$ cat config.mk
export PLATFORM = sky130hd
export DESIGN_NAME = lsq_hash_scheduler_flat
export DESIGN_NICKNAME = d
export VERILOG_FILES = /design/src/rtl/lsq_hash_scheduler_if.sv /design/src/rtl/lsq_hash_scheduler.sv /design/src/flat_wrapper.sv
export SDC_FILE = /design/constraint.sdc
export NUM_CORES = 1
export LEC_CHECK = 0
export CORE_UTILIZATION = 35
export CTS_CLUSTER_DIAMETER = 120
export DETAILED_ROUTE_END_ITERATION = 7
export PLACE_DENSITY = 0.67
export SETUP_SLACK_MARGIN = 0.5
export SYNTH_ARGS = -nofsm -noshare
export SYNTH_HDL_FRONTEND = slang
export SYNTH_SLANG_ARGS = --single-unit
$ cat constraint.sdc
create_clock -name clk -period 3.4 [get_ports clk]
set_input_delay 0.85 -clock clk [delete_from_list [all_inputs] [get_ports clk]]
set_output_delay 0.85 -clock clk [all_outputs]
set_load 0.05 [all_outputs]
$ cat src/rtl/lsq_hash_scheduler_if.sv
// Handshake bundle between the load/store pipeline and the memory-port scheduler.
interface lsq_hash_scheduler_if #(
  parameter int DEPTH  = 4,
  parameter int HASH_W = 4
);
  logic                       st_req_valid;
  logic [HASH_W-1:0]          st_req_hash;
  logic                       st_req_ready;
  logic                       st_commit;
  logic                       ld_req_valid;
  logic [HASH_W-1:0]          ld_req_hash;
  logic                       ld_req_ready;
  logic                       ld_conflict;
  logic                       mem_ready;
  logic                       issue_ld;
  logic                       issue_st;
  logic [$clog2(DEPTH)-1:0]   issue_st_idx;
  logic [$clog2(DEPTH+1)-1:0] sq_count;
  logic                       store_prio;

  modport master (
    output st_req_valid, st_req_hash, st_commit, ld_req_valid, ld_req_hash, mem_ready,
    input  st_req_ready, ld_req_ready, ld_conflict, issue_ld, issue_st, issue_st_idx,
           sq_count, store_prio
  );

  modport slave (
    input  st_req_valid, st_req_hash, st_commit, ld_req_valid, ld_req_hash, mem_ready,
    output st_req_ready, ld_req_ready, ld_conflict, issue_ld, issue_st, issue_st_idx,
           sq_count, store_prio
  );
endinterface

$ cat src/rtl/lsq_hash_scheduler.sv
// Memory-port arbiter between loads and an in-order queue of hashed stores,
// with hash-based load hold-off and a starvation guard for the store drain.
//
// state      | meaning
// LOAD_PRIO  | loads win the port unless the queue is full
// STORE_PRIO | committed head store has starved; it wins the port next
module lsq_hash_scheduler #(
  parameter int DEPTH        = 4,
  parameter int HASH_W       = 4,
  parameter int STARVE_LIMIT = 8
) (
  input  logic              clk,
  input  logic              rst,
  lsq_hash_scheduler_if.slave bus
);
  localparam int PW = $clog2(DEPTH);
  localparam int CW = $clog2(DEPTH + 1);
  localparam int SW = $clog2(STARVE_LIMIT + 1);

  typedef logic [HASH_W-1:0] addr_hash_t;
  typedef enum logic {LOAD_PRIO, STORE_PRIO} state_t;

  logic [DEPTH-1:0] ent_valid;
  logic [DEPTH-1:0] ent_committed;
  addr_hash_t       ent_hash [DEPTH];
  logic [PW-1:0]    head, tail, cmt;
  logic [CW-1:0]    count;
  logic [SW-1:0]    starve_cnt, starve_nxt;
  state_t           state, state_nxt;

  logic full, enq, cmt_avail, cmt_ok, hit, st_ok, ld_ok, pick_ld, pick_st;

  assign full      = (count == CW'(DEPTH));
  assign enq       = bus.st_req_valid && bus.st_req_ready;
  assign cmt_avail = ent_valid[cmt] && !ent_committed[cmt];
  assign cmt_ok    = bus.st_commit && cmt_avail;

  // Only registered entries are compared; a same-cycle enqueue is younger than the load.
  always_comb begin
    hit = 1'b0;
    for (int i = 0; i < DEPTH; i++) begin
      if (ent_valid[i] && (ent_hash[i] == bus.ld_req_hash)) hit = 1'b1;
    end
  end

  assign st_ok = !rst && ent_valid[head] && ent_committed[head] && bus.mem_ready;
  assign ld_ok = !rst && bus.ld_req_valid && !bus.ld_conflict && bus.mem_ready;

  always_comb begin
    pick_ld    = 1'b0;
    pick_st    = 1'b0;
    state_nxt  = state;
    starve_nxt = starve_cnt;
    case (state)
      LOAD_PRIO: begin
        if (full && st_ok)  pick_st = 1'b1;
        else if (ld_ok)     pick_ld = 1'b1;
        else if (st_ok)     pick_st = 1'b1;
        if (st_ok && !pick_st) begin
          starve_nxt = starve_cnt + SW'(1);
          if (starve_cnt == SW'(STARVE_LIMIT - 1)) state_nxt = STORE_PRIO;
        end
      end
      STORE_PRIO: begin
        if (st_ok)      pick_st = 1'b1;
        else if (ld_ok) pick_ld = 1'b1;
      end
      default: state_nxt = LOAD_PRIO;
    endcase
    if (pick_st) begin
      starve_nxt = '0;
      state_nxt  = LOAD_PRIO;
    end
  end

  assign bus.st_req_ready = !full && !rst;
  assign bus.ld_conflict  = bus.ld_req_valid && hit;
  assign bus.ld_req_ready = pick_ld;
  assign bus.issue_ld     = bus.ld_req_valid && pick_ld;
  assign bus.issue_st     = pick_st;
  assign bus.issue_st_idx = head;
  assign bus.sq_count     = count;
  assign bus.store_prio   = (state == STORE_PRIO);

  // Commit, dequeue and enqueue never target the same slot in one cycle.
  always_ff @(posedge clk) begin
    if (rst) begin
      ent_valid     <= '0;
      ent_committed <= '0;
      head          <= '0;
      tail          <= '0;
      cmt           <= '0;
      count         <= '0;
      starve_cnt    <= '0;
      state         <= LOAD_PRIO;
    end else begin
      state      <= state_nxt;
      starve_cnt <= starve_nxt;
      if (cmt_ok) begin
        ent_committed[cmt] <= 1'b1;
        cmt                <= cmt + PW'(1);
      end
      if (pick_st) begin
        ent_valid[head]     <= 1'b0;
        ent_committed[head] <= 1'b0;
        head                <= head + PW'(1);
      end
      if (enq) begin
        ent_valid[tail]     <= 1'b1;
        ent_committed[tail] <= 1'b0;
        ent_hash[tail]      <= bus.st_req_hash;
        tail                <= tail + PW'(1);
      end
      count <= count + CW'(enq) - CW'(pick_st);
    end
  end

  a_commit_legal: assert property (@(posedge clk) disable iff (rst) bus.st_commit |-> cmt_avail);
endmodule

$ cat src/flat_wrapper.sv
// flat-port wrapper written by rule: the top's interface ports become plain ports
module lsq_hash_scheduler_flat 
#(
  parameter int DEPTH        = 4,
  parameter int HASH_W       = 4,
  parameter int STARVE_LIMIT = 8
)
  (clk, rst, bus_st_req_valid, bus_st_req_hash, bus_st_commit, bus_ld_req_valid, bus_ld_req_hash, bus_mem_ready, bus_st_req_ready, bus_ld_req_ready, bus_ld_conflict, bus_issue_ld, bus_issue_st, bus_issue_st_idx, bus_sq_count, bus_store_prio);
  lsq_hash_scheduler_if #(.DEPTH(DEPTH), .HASH_W(HASH_W)) bus_i ();
  input  logic clk;
  input  logic rst;
  input wire logic [$bits(bus_i.st_req_valid)-1:0] bus_st_req_valid;
  input wire logic [$bits(bus_i.st_req_hash)-1:0] bus_st_req_hash;
  input wire logic [$bits(bus_i.st_commit)-1:0] bus_st_commit;
  input wire logic [$bits(bus_i.ld_req_valid)-1:0] bus_ld_req_valid;
  input wire logic [$bits(bus_i.ld_req_hash)-1:0] bus_ld_req_hash;
  input wire logic [$bits(bus_i.mem_ready)-1:0] bus_mem_ready;
  output wire logic [$bits(bus_i.st_req_ready)-1:0] bus_st_req_ready;
  output wire logic [$bits(bus_i.ld_req_ready)-1:0] bus_ld_req_ready;
  output wire logic [$bits(bus_i.ld_conflict)-1:0] bus_ld_conflict;
  output wire logic [$bits(bus_i.issue_ld)-1:0] bus_issue_ld;
  output wire logic [$bits(bus_i.issue_st)-1:0] bus_issue_st;
  output wire logic [$bits(bus_i.issue_st_idx)-1:0] bus_issue_st_idx;
  output wire logic [$bits(bus_i.sq_count)-1:0] bus_sq_count;
  output wire logic [$bits(bus_i.store_prio)-1:0] bus_store_prio;
  assign bus_i.st_req_valid = bus_st_req_valid;
  assign bus_i.st_req_hash = bus_st_req_hash;
  assign bus_i.st_commit = bus_st_commit;
  assign bus_i.ld_req_valid = bus_ld_req_valid;
  assign bus_i.ld_req_hash = bus_ld_req_hash;
  assign bus_i.mem_ready = bus_mem_ready;
  assign bus_st_req_ready = bus_i.st_req_ready;
  assign bus_ld_req_ready = bus_i.ld_req_ready;
  assign bus_ld_conflict = bus_i.ld_conflict;
  assign bus_issue_ld = bus_i.issue_ld;
  assign bus_issue_st = bus_i.issue_st;
  assign bus_issue_st_idx = bus_i.issue_st_idx;
  assign bus_sq_count = bus_i.sq_count;
  assign bus_store_prio = bus_i.store_prio;
  lsq_hash_scheduler #(.DEPTH(DEPTH), .HASH_W(HASH_W), .STARVE_LIMIT(STARVE_LIMIT)) u_core (.clk(clk), .rst(rst), .bus(bus_i));
endmodule
==> flow_results.org, run 1 <==
** Die
- Chip height :: 77.3 um
- Die W :: 77.3 um
- The floorplan step defined a die boundary enclosing 5980 sq um.
- Starting Density :: 36.3%
- FP Rows :: 27
- The total area inside the core boundary comes to 5470 sq um.
- Number of top-level pins :: 25

** Yosys
- Top cells by area in the synthesized netlist :: sky130_fd_sc_hd__edfxtp_1, sky130_fd_sc_hd__dfxtp_1, sky130_fd_sc_hd__ha_1
- Synth cell count leaders :: sky130_fd_sc_hd__dfxtp_1, sky130_fd_sc_hd__nand2_1, sky130_fd_sc_hd__edfxtp_1, sky130_fd_sc_hd__inv_1, sky130_fd_sc_hd__xnor2_1
- Combinational family with the most area after synthesis :: simple AND/OR/NAND/NOR gates
- Arithmetic-cell share of the synthesized area counting full adders, half adders and majority gates :: 10.5%
- Multiplexer share of the synthesized area :: 0.504%
- Area share of and/or/nand/nor cells after synthesis :: 15.5%
- Yosys mapped a number of flops with a built-in enable equal to 16.
- In this run, synthesis produced a sequential element count of 38.
- The share of synthesized area in the top cell type comes to 24.2%.
- Average footprint of a synthesized cell :: 10.5 sq um
- During synthesis, Yosys emitted a total of 0 warnings.
- Async SR Flop Fraction :: 0%
- In this run the cell area of the synthesized design comes to 1990 sq um.
- Mapped Nets :: 220
- Area share of xor/xnor cells in the synthesized design :: 9.26%
- For this run, the register share of the synthesized area comes to 46.4%.
- Summed over all instances, the cell type with the most area after synthesis is sky130_fd_sc_hd__edfxtp_1.
- Most used standard cell by instance count after synthesis :: sky130_fd_sc_hd__dfxtp_1
- Most common flop cell mapped by yosys :: sky130_fd_sc_hd__dfxtp_1
- In the synthesized netlist, the number of instances is 190.
- Number of distinct library cell variants in the gate-level netlist after synthesis :: 40
- Summing the areas of all compound-gate instances in the mapped netlist gives 13.9% of the synthesized area.

** Cells and area
- Multi-input combinational cell area :: 1230 sq um
- Registers take 921 sq um.
- From synthesis to final layout, the design area changed by 42.3%.
- Ratio of cells with drive above 1 in the final layout :: 33.6%
- Fill cells in the final layout number 489.
- NumNets Final :: 261
- Count of antenna diodes in the layout :: 0
- Once layout is complete, the utilization of the core stands at 51.6%.

** Critical path
- The slowest stage of the critical path is the sky130_fd_sc_hd__or3_4 cell.
- STA classifies the critical path startpoint as an input pin.
- Maximum fanout encountered on the critical timing path :: 4
- Startpoint of the worst register-to-register path :: u_core.ent_hash[2][3]
- The signal on the critical path passes through buf_6 > nor2b_4 > nand2_4 > or3_4 > nor4_4 > nor2_4 > nor3_4 > buf_12.
- Setup CP Type :: in -> out
- Category of the worst setup path capture point :: output pin
- Count of cells along the worst register-to-register path :: 13
- At the worst endpoint, the arrival time is 2.20 ns.
- Worst EP required :: 2.55 ns
- Maximum single-stage delay on the critical path :: 0.40 ns
- Worst path top cell family by delay :: simple AND/OR/NAND/NOR gates
- Buffers & Inverters on Critical Path :: 2
- Critical register-to-register path endpoint :: u_core.bus.sq_count[1]
- Setup slack of the worst register-to-register path :: 0.65 ns

** Global route
- Vias in the first global route :: 1497
- The first global-routing pass estimated 7.36 mm of wire.
- Grt ovf :: 0
- Entering global routing, the biggest net connects 21 pins.
- The initial antenna violation count was 0.
- Across every metal layer, demand over resource in global routing totals 16.3%.

** Clock network
- TritonCTS built the clock tree.
- Bufs on Longest Clock Path :: 2
- H-Tree Depth :: 2
- In this run, CTS created clock tree buffers numbering 5.
- Clock insertion delay at the later pin of the skew report :: 0.29 ns
- Clock-pin transition on the worst setup and hold timing paths :: 0.07 ns
- For this design, the CTS-stage hold fixing added 0 buffers.
- Root Buffer Master :: sky130_fd_sc_hd__clkbuf_8
- Clock tree synthesis found a total of 38 sinks.

** STA
- Between clock sinks in the finished design, the worst skew comes to 0.00325 ns.
- Setup repair after global routing could not meet its margin everywhere.
- Slew at the pin closest to its max-slew limit :: 0.507 ns
- Setup violations, final :: 0
- The max-slew violation total from the final report came to 0.
- Setup TNS after final layout :: 0 ns
- The worst pin sits at a relative slew slack of 66.1%.
- Derived from the worst setup path, the maximum achievable clock frequency is 0.328 GHz.
- PnR worst setup slack :: 0.348 ns
- Hold violation total from the final report :: 0
- Final critical delay including setup and external delays :: 3.05 ns
- The worst path uses 89.8% of the clock period.

** Power and ir drop
- Worst voltage drop across the vdd grid :: 172 uV
- Post-route total power :: 1010 uW
- For this design the ratio of total power to cell area is 356 nW/um^2.
- For this design the static power due to leakage is 0.00108 uW.

** Hold path
- Hold Path Stages :: 2
- Worst hold path endpoint :: u_core.bus.store_prio
- Type of the tightest min-delay check :: reg -> reg
- Startpoint of the worst hold path :: u_core.bus.store_prio

** Routing
- After detailed routing, the total wire length is 4.31 mm.
- In this run, the number of DRC markers left after iteration 0 of detailed routing was 78.
- Drt via density :: 4.93
- Detailed-router iteration count before antenna repair :: 4
- After detailed routing, the average wire length per cell comes to 14.2 um.
- Number of nets with antenna violations after routing :: 0
- Via count of the routed design :: 1499
- DRC errors left :: 0

** Job
- Max-capacitance violation count :: 0

** Place
- The count of buffers added on input and output ports is 24.
- GP Congestion :: 0.873
- After legalization and detailed placement, the total HPWL measured 3.06 mm.
- At the placement stage, the worst setup path has a slack of -0.263 ns.

** Status
- The flow ran to the end, and the final reports show no timing, DRC or antenna violations.
==> timing repair <==
item / CTS / global route
endpoints found under the setup margin: 7 / 6
buffers inserted: 8 / 0
gates resized for setup: 60 / 7
pin swaps: 22 / 6
==> routing by layer <==
metal,part of all wire (%),global-route usage (%),vias up
li1,-,-,743
met1,44,20.5,705
met2,48,25.8,41
met3,4.7,4.29,10
met4,2.6,7.92,0
met5,0,0,-
==> tightest hold or removal path, stage by stage, from the launching register on <==
cell and delay (ns):
sky130_fd_sc_hd__dfxtp_1 0.34, sky130_fd_sc_hd__nand2_1 0.06, sky130_fd_sc_hd__a21oi_1 0.05
==> cell usage in the layout, fill, tap and decap left out, types with 4 or more instances in the layout <==
cell type / instances
sky130_fd_sc_hd__xnor2_1: 4
sky130_fd_sc_hd__a21oi_1: 10
sky130_fd_sc_hd__xnor2_2: 10
sky130_fd_sc_hd__clkdlybuf4s50_1: 12
sky130_fd_sc_hd__buf_12: 6
sky130_fd_sc_hd__inv_1: 15
sky130_fd_sc_hd__nand2_1: 16
sky130_fd_sc_hd__buf_4: 14
sky130_fd_sc_hd__nor2_1: 9
sky130_fd_sc_hd__nand3_1: 6
sky130_fd_sc_hd__edfxtp_1: 16
sky130_fd_sc_hd__a2111oi_2: 4
sky130_fd_sc_hd__buf_6: 5
sky130_fd_sc_hd__ha_1: 14
sky130_fd_sc_hd__clkbuf_8: 6
sky130_fd_sc_hd__o21ai_0: 7
sky130_fd_sc_hd__dfxtp_1: 22
==> how the worst max path moves through the flow <==
stage	to	slack [ns]	from	depth (start not counted)
2_1_floorplan	bus_issue_ld	0.11	bus_mem_ready	6
4_1_cts	bus_issue_ld	0.22	rst	8
6_report	bus_ld_req_ready	0.35	rst	8
3_3_place_gp	bus_issue_ld	-0.26	bus_ld_req_hash[3]	7
3_5_place_dp	bus_issue_ld	-0.26	bus_ld_req_hash[0]	7
5_1_grt	bus_ld_req_ready	0.28	rst	8
==> cell type report <==
class                   instances  area share, %
inverters                      16           2.13
well taps                      72           3.19
clock buffers                   7           3.06
multi-input cells             131           43.7
repair buffers                 39           15.1
clock inverters                 1          0.177
flip-flops and latches         38           32.6
==> registers in the layout (all words and copies together) (netlist names) <==
register / cells
u_core.ent_hash: 16
u_core.ent_committed: 4
u_core.ent_valid: 4
u_core.starve_cnt: 4
u_core.bus.sq_count: 3
u_core.bus.issue_st_idx: 2
u_core.cmt: 2
u_core.tail: 2
u_core.bus.store_prio: 1
==> stage by stage <==
step,hold WS [ns],cells,cell area [sq um]
floorplan,0.465,190,2070
global placement,0.477,288,2460
detailed placement,0.484,288,2460
CTS,0.496,304,2770
global route,0.524,304,2830
finish,0.495,304,2830
==> cells by family (layout without fill, tap and decap cells) <==
logic type | Yosys count | after routing
multiplexers | 1 | 1
XOR/XNOR | 21 | 21
adder cells (fa/ha/maj) | 16 | 16
AO/OA/AOI/OAI | 36 | 36
flip-flops | 38 | 38
AND/OR/NAND/NOR | 57 | 57
buffers and inverters | 21 | 63
==> report_power, final <==
part	switching [uW]	internal [uW]
registers	17.5	494
logic	93.3	85.2
clock network	154	164
(Power assumes the default switching activity.)
==> inputs of run 2 (changes only) <==
--- a/config.mk
+++ b/config.mk
@@ -8,8 +8,10 @@
 export CORE_UTILIZATION = 35
 export CTS_CLUSTER_DIAMETER = 120
 export DETAILED_ROUTE_END_ITERATION = 7
-export PLACE_DENSITY = 0.67
+export DONT_BUFFER_PORTS = 1
+export PLACE_DENSITY = 0.61
 export SETUP_SLACK_MARGIN = 0.5
+export SKIP_CTS_REPAIR_TIMING = 1
 export SYNTH_ARGS = -nofsm -noshare
 export SYNTH_HDL_FRONTEND = slang
 export SYNTH_SLANG_ARGS = --single-unit
==> run 2 against run 1 <==
Against the previous run: first-iteration DRC count decreased by 14%; maximum frequency is 0.22% lower; clock skew up 0.0044 ns; sequential cell count unchanged; worst setup slack worse by 0.0067 ns; utilization down 8.0 points; total power fell by 7.0%; global-route usage down 0.89 points; via count down 5.5%; critical path depth decreased by 1.
==> flow_results.org, run 2 (synthesis gave the netlist of run 1 again) <==
** Job
- Max-capacitance violation count :: 0 (unchanged)

** Cells and area
- Leaving out fill and tap cells, the most frequent cell in the layout is sky130_fd_sc_hd__dfxtp_1.
- Leading cell types in the layout, fill and taps excluded :: sky130_fd_sc_hd__dfxtp_1, sky130_fd_sc_hd__nand2_1, sky130_fd_sc_hd__edfxtp_1, sky130_fd_sc_hd__inv_1
- The area growth from synthesis to layout is 20.3%.
- Ratio of cells with drive above 1 in the final layout :: 23.0% (-11 points)
- NumNets Final :: 238 (-8.8%)
- Register with the most flip-flops :: u_core.ent_hash
- The flip-flop count of the largest register after layout came to 16 (unchanged).
- The antenna diode instance count came to 0 (unchanged).

** Power and ir drop
- The highest ir drop seen on vdd was 167 uV (-3.0%).
- Switching share of total power :: 26.4% (+0.10 points)
- Internal power of the cells :: 689 uW (-7.2%)
- The cell leakage power is 0.000879 uW (-18%).
- The part of the total power dissipated in the clock network came to 31.8% (+0.3 points).
- Net switching power figure :: 247 uW (-6.7%)
- Fraction of power consumed by combinational cells :: 14.1% (-3.6 points)
- The part of the total power dissipated in sequential elements is 54.1% (+3.3 points).
- The power per cell area is 392 nW/um^2 (+9.9%).

** Critical path
- The critical path is of the in -> out type.
- Maximum single-stage delay on the critical path :: 0.36 ns (-0.04 ns)
- The worst setup path is launched from an input pin.
- The signal on the critical path passes through nor2b_4 > nand2_4 > or3_4 > nor4_4 > nor2_4 > nor3_4 > buf_12.
- In this run the critical register-to-register path is captured at u_core.bus.sq_count[1].
- Buffers & Inverters on Critical Path :: 1 (-1)
- In this run the critical register-to-register path is launched from u_core.bus.store_prio.
- Worst EP required :: 2.55 ns (about the same)
- The slowest stage of the critical path is the sky130_fd_sc_hd__or3_4 cell.
- In this design, the largest share of critical-path delay is due to simple AND/OR/NAND/NOR gates.
- Setup slack of the worst register-to-register path :: 0.63 ns (-0.02 ns)
- Maximum fanout encountered on the critical timing path :: 4 (unchanged)
- Category of the worst setup path capture point :: output pin
- The critical path data arrival time is 2.21 ns (about the same).
- The path depth of the worst reg2reg path is 10 (-3).

** Routing
- The via density per instance was 5.04 (+2.3%).
- Post-Route WL :: 4.19 mm (-2.8%)
- The number of DRC violations after detailed-routing iteration 0 was 67 (-14%).
- Detailed-router iteration count before antenna repair :: 4 (unchanged)
- The count of vias placed by the detailed router is 1417 (-5.5%).
- The number of antenna-violating nets in the routed design came to 0 (unchanged).
- The wire length per cell after detailed routing is 14.9 um (+5.2%).
- The number of DRC violations after detailed routing came to 0 (unchanged).

** Clock network
- TritonCTS built the clock tree.
- Root Buffer Master :: sky130_fd_sc_hd__clkbuf_8
- The maximum count of clock buffers along a single path is 2 (unchanged).
- The number of CTS-inserted buffers came to 5 (unchanged).
- The number of sinks driven by the clock tree was 38 (unchanged).
- H-Tree Depth :: 2 (unchanged)
- Clock-pin transition on the worst setup and hold timing paths :: 0.07 ns (about the same)
- Clock insertion delay at the later pin of the skew report :: 0.29 ns (about the same)

** STA
- Worst slew margin :: 61.1% (-5.0 points)
- PnR worst setup slack :: 0.341 ns (-0.00668 ns)
- The setup skew after layout was 0.00761 ns (+0.00437 ns).
- The top achievable clock speed was 0.327 GHz (-0.22%).
- The max-slew violation total from the final report was 0 (unchanged).
- Hold violation total from the final report :: 0 (unchanged)
- RSZ-0062 raised after global routing :: true
- The final hold slack is 0.506 ns (+0.0106 ns).
- The post-route fraction of the period consumed by the critical path was 90.0% (+0.20 points).
- The final total negative setup slack is 0 ns (unchanged).
- The transition at the pin with the smallest max-transition slack came to 0.583 ns (+0.0764 ns).
- The number of setup violations in the final report came to 0 (unchanged).
- Final critical delay including setup and external delays :: 3.06 ns (+0.00668 ns)

** Place
- The pre-CTS setup slack is 0.230 ns (+0.492 ns).
- The detailed placer's ending HPWL was 3.03 mm (-1.1%).
- The number of buffers added on ports came to 0 (-100%).
- The final weighted congestion in routability-driven placement came to 0.775 (-11%).

** Global route
- Maximum number of pins on one net before global-route repair :: 22 (+4.8%)
- The initial antenna violation count was 0 (unchanged).
- The aggregate global-route resource usage came to 15.4% (-0.89 points).
- Grt ovf :: 0 (unchanged)
- Vias in the first global route :: 1392 (-7.0%)
- The first-pass GRT wire length is 7.00 mm (-5.0%).

** Die
- The placement row count came to 27 (unchanged).
- Number of top-level pins :: 25 (unchanged)
- Chip height :: 77.3 um (unchanged)
- The starting density of the core came to 36.3% (unchanged).
- The floorplan die area was 5980 sq um (unchanged).
- The placeable core area is 5470 sq um (unchanged).
- The width of the die is 77.3 um (unchanged).

** Hold path
- Hold Path Stages :: 2 (unchanged)
- The startpoint identified for the worst hold timing path is u_core.starve_cnt[1].
- Type of the tightest min-delay check :: reg -> reg
- For hold timing, the worst endpoint is u_core.starve_cnt[1].

** Status
- Result of the run :: complete, no violations
## run 2: changes by cell type in the layout (fill, tap and decap cells not counted), moves of 2 or more
cell,delta
sky130_fd_sc_hd__xnor2_4,-2
sky130_fd_sc_hd__clkdlybuf4s50_1,-12
sky130_fd_sc_hd__xnor2_2,-8
sky130_fd_sc_hd__xor2_2,-3
sky130_fd_sc_hd__xor2_1,+4
sky130_fd_sc_hd__buf_6,-5
sky130_fd_sc_hd__nand3_2,-3
sky130_fd_sc_hd__buf_12,-3
sky130_fd_sc_hd__xnor2_1,+10
sky130_fd_sc_hd__nand3_1,+3
## run 2: final cells by class
cell class	count	area [sq um]
clock buffers	6	72.6
clock inverters	2	8.76
fillers	550	3080
inverters	16	60.1
multi-input cells	131	1080
flip-flops and latches	38	921
well taps	72	90.1
repair buffers	16	158
## run 2: power groups by stage
stage	clock, uW	sequential, uW	combinational, uW
2_1_floorplan	0	528	86.3
3_3_place_gp	0	516	121
3_5_place_dp	0	517	124
4_1_cts	304	506	125
5_1_grt	330	509	145
6_report	297	507	132
## run 2: worst max path at each step
stage,slack (ns),end,start,depth (start not counted)
after global routing,0.28,bus_ld_req_ready,bus_mem_ready,7
after detailed placement,0.23,bus_issue_ld,bus_mem_ready,7
final,0.34,bus_ld_req_ready,bus_mem_ready,7
after global placement,0.26,bus_issue_ld,bus_mem_ready,7
after CTS,0.22,bus_issue_ld,bus_mem_ready,7
after floorplan,0.11,bus_issue_ld,bus_mem_ready,6
## run 2: per-stage QoR
| stage | total power, uW | instance area (sq um) | cells | util [%] |
|---|---|---|---|---|
| 2_1_floorplan | 615 | 2070 | 190 | - |
| 3_3_place_gp | 637 | 2220 | 266 | 40.6 |
| 3_5_place_dp | 640 | 2220 | 266 | 40.6 |
| 4_1_cts | 935 | 2300 | 274 | 42.1 |
| 5_1_grt | 984 | 2390 | 281 | 43.6 |
| 6_report | 936 | 2390 | 281 | 43.6 |
## run 2: worst min-delay path, delay by kind of cell, from the launching register on
kind            cells  cell delay [ns]
compound gates      2             0.13
flops               1             0.33
## run 2: per-layer routing
| layer | vias up | wire length [um] | share of wire, % | global-route usage [%] |
|---|---|---|---|---|
| li1 | 701 | - | - | - |
| met1 | 684 | 1900 | 45 | 19.9 |
| met2 | 25 | 2000 | 48 | 23.7 |
| met3 | 7 | 204 | 4.9 | 4.88 |
| met4 | 0 | 89 | 2.1 | 6.42 |
| met5 | - | 0 | 0 | 0 |
==> inputs of run 3 (changes only) <==
--- a/config.mk
+++ b/config.mk
@@ -9,7 +9,8 @@
 export CTS_CLUSTER_DIAMETER = 120
 export DETAILED_ROUTE_END_ITERATION = 7
 export DONT_BUFFER_PORTS = 1
-export PLACE_DENSITY = 0.61
+export PLACE_DENSITY = 0.55
+export RECOVER_POWER = 50
 export SETUP_SLACK_MARGIN = 0.5
 export SKIP_CTS_REPAIR_TIMING = 1
 export SYNTH_ARGS = -nofsm -noshare
==> run 3 against run 2 <==
Against the previous run: sequential share of layout area decreased by 0.56 points; via count fell by 3.2%; sequential cell count stayed put; register-to-register slack is essentially flat; clock-buffer cell count shrank 1; non-clock buffer count grew 2; critical endpoint is now bus_issue_ld; largest cell class unchanged; largest power group unchanged.
==> flow_results.org, run 3 (synthesis gave the netlist of run 1 again) <==
** Cells and area
- Flip-flop count of the largest register, all copies and words added :: 16 (unchanged)
- Count of antenna diodes in the layout :: 0 (unchanged)
- Post-synthesis to final-layout area growth :: 22.1%
- Fill cell instance count of the final layout :: 551 (+0.18%)
- Leading cell types in the layout, fill and taps excluded :: sky130_fd_sc_hd__dfxtp_1, sky130_fd_sc_hd__nand2_1, sky130_fd_sc_hd__edfxtp_1, sky130_fd_sc_hd__inv_1, sky130_fd_sc_hd__xnor2_1
- Most frequent standard cell in the layout excluding fill and tap cells :: sky130_fd_sc_hd__dfxtp_1
- Flip-flop and latch area :: 921 sq um (unchanged)
- The share of layout cells above drive strength 1 was 23.2% (+0.26 points).
- NumNets Final :: 240 (+0.84%)
- Multi-input combinational cell area :: 1070 sq um (-1.2%)
- More flip-flops sit in one register than any other, and that register is u_core.ent_hash.

** Routing
- The number of optimization iterations in the first detailed-route pass came to 4 (unchanged).
- DRC errors left :: 0 (unchanged)
- Drt via density :: 4.85 (-3.9%)
- The number of DRC violations after detailed-routing iteration 0 is 51 (-24%).
- Number of nets with antenna violations after routing :: 0 (unchanged)
- Via count of the routed design :: 1372 (-3.2%)
- The detailed-route wire length was 3.95 mm (-5.7%).
- Routed length per placed instance :: 13.9 um (-6.4%)

** Power and ir drop
- The power dissipated by switching net loads came to 251 uW (+1.7%).
- The highest ir drop seen on vdd is 225 uV (+35%).
- The switching power share of the total was 23.1% (-3.3 points).
- The part of the total power dissipated in the clock network is 42.2% (+10 points).
- The part of the total power dissipated in sequential elements is 46.5% (-7.6 points).
- The power per cell area came to 448 nW/um^2 (+14%).
- The cell leakage power is 0.000897 uW (+2.0%).
- The internal power summed over all cells is 836 uW (+21%).
- Fraction of power consumed by combinational cells :: 11.3% (-2.8 points)

** Critical path
- The critical path is of the in -> out type.
- The worst setup path is captured at an output pin.
- Critical path origin :: bus_mem_ready
- The worst setup path is launched from an input pin.
- The critical path data arrival time is 2.21 ns (about the same).
- In this run the critical register-to-register path is launched from u_core.bus.store_prio.
- Setup crit end :: bus_issue_ld
- Critical register-to-register path endpoint :: u_core.bus.sq_count[1]
- Worst EP required :: 2.55 ns (about the same)
- Maximum fanout encountered on the critical timing path :: 5 (+1)
- Count of cells along the worst register-to-register path :: 10 (unchanged)
- Setup slack of the worst register-to-register path :: 0.62 ns (about the same)

** Place
- Setup Slack @ Placement :: 0.266 ns (+0.0362 ns)
- The number of buffers added on ports is 0 (unchanged).
- DP Wirelength :: 2.85 mm (-6.0%)
- The final weighted congestion in routability-driven placement is 0.741 (-4.3%).

** Die
- The starting density of the core was 36.3% (unchanged).
- The floorplan die area is 5980 sq um (unchanged).
- The width of the die was 77.3 um (unchanged).
- The placeable core area came to 5470 sq um (unchanged).
- The vertical die dimension was 77.3 um (unchanged).
- FP Rows :: 27 (unchanged)
- The number of primary I/O pins was 25 (unchanged).

** Clock network
- The number of CTS-inserted buffers came to 5 (unchanged).
- The maximum count of clock buffers along a single path is 2 (unchanged).
- The clock network latency to the later pin of the worst-skew pair is 0.29 ns (about the same).
- CTS tree :: done
- The CTS H-tree depth was 2 (unchanged).
- Total number of clock tree sinks :: 38 (unchanged)
- Clock-pin transition on the worst setup and hold timing paths :: 0.08 ns (about the same)
- The cell sitting at the root of the clock tree is a sky130_fd_sc_hd__clkbuf_8.

** Global route
- The first-pass GRT wire length is 6.50 mm (-7.1%).
- The pin count of the biggest net entering global routing was 22 (unchanged).
- Vias in the first global route :: 1325 (-4.8%)
- Grt ovf :: 0 (unchanged)
- The initial antenna violation count is 0 (unchanged).
- The aggregate global-route resource usage is 14.4% (-0.99 points).

** STA
- The number of setup violations in the final report was 0 (unchanged).
- The max-slew violation total from the final report was 0 (unchanged).
- RSZ-0062 raised after global routing :: true
- PnR worst setup slack :: 0.341 ns (+0.000122 ns)
- Hold violation total from the final report :: 0 (unchanged)
- Setup TNS after final layout :: 0 ns (unchanged)
- The setup skew after layout was 0.00801 ns (+0.000394 ns).
- F_max :: 0.327 GHz (about the same)
- Period Utilization, post-route :: 90.0% (about the same)
- The transition at the pin with the smallest max-transition slack is 0.770 ns (+0.187 ns).
- The minimum clock period after layout is 3.06 ns (-0.000122 ns).
- Worst slew margin :: 48.6% (-12 points)

** Hold path
- In this run the most critical hold path is launched from u_core.starve_cnt[2].
- Type of the tightest min-delay check :: reg -> reg

** Job
- Max-capacitance violation count :: 0 (unchanged)

** Status
- The flow ran to the end, and the final reports show no timing, DRC or antenna violations.
[run 3: area by class of cell]
type | count | area share [%]
multi-input cells | 131 | 44.0
flip-flops and latches | 38 | 38.0
repair buffers | 18 | 6.14
well taps | 72 | 3.72
clock buffers | 5 | 2.84
clock inverters | 3 | 2.84
inverters | 16 | 2.48
[run 3: metal layers]
| layer | up-vias | wire, um | track usage [%] |
|---|---|---|---|
| met2 | 22 | 1880 | 22.7 |
| met5 | - | 0 | 0 |
| met1 | 644 | 1850 | 18.7 |
| met3 | 7 | 159 | 3.81 |
| met4 | 0 | 56 | 5.66 |
| li1 | 699 | - | - |
[run 3: power groups by stage]
stage | clock network [uW] | logic [uW] | registers (uW)
after detailed placement | 0 | 122 | 516
final | 458 | 123 | 506
after floorplan | 0 | 86.3 | 528
after global routing | 494 | 135 | 508
after global placement | 0 | 122 | 517
after CTS | 471 | 123 | 506
[run 3: worst min path at each step]
stage	endpoint	slack (ns)	cells past startpoint
floorplan	u_core.bus.store_prio	0.46	2
CTS	u_core.bus.store_prio	0.51	2
global route	u_core.ent_valid[0]	0.53	2
global placement	u_core.ent_valid[0]	0.50	2
finish	u_core.bus.store_prio	0.50	2
detailed placement	u_core.ent_valid[0]	0.50	2
[run 3: stage by stage]
stage	cell area [sq um]	std cells	util (%)	total power [uW]	hold WS (ns)
2_1_floorplan	2070	190	-	615	0.465
3_3_place_gp	2230	267	40.7	639	0.498
3_5_place_dp	2230	267	40.7	639	0.496
4_1_cts	2370	275	43.3	1100	0.505
5_1_grt	2420	283	44.3	1140	0.535
6_report	2420	283	44.3	1090	0.501
[run 3: critical path, stage by stage]
cell and delay (ns):
sky130_fd_sc_hd__nor2b_4 0.16, sky130_fd_sc_hd__nand2_4 0.07, sky130_fd_sc_hd__or3_4 0.40, sky130_fd_sc_hd__nor4_4 0.29, sky130_fd_sc_hd__nor2_4 0.10, sky130_fd_sc_hd__nor3_4 0.17
sky130_fd_sc_hd__buf_12 0.16
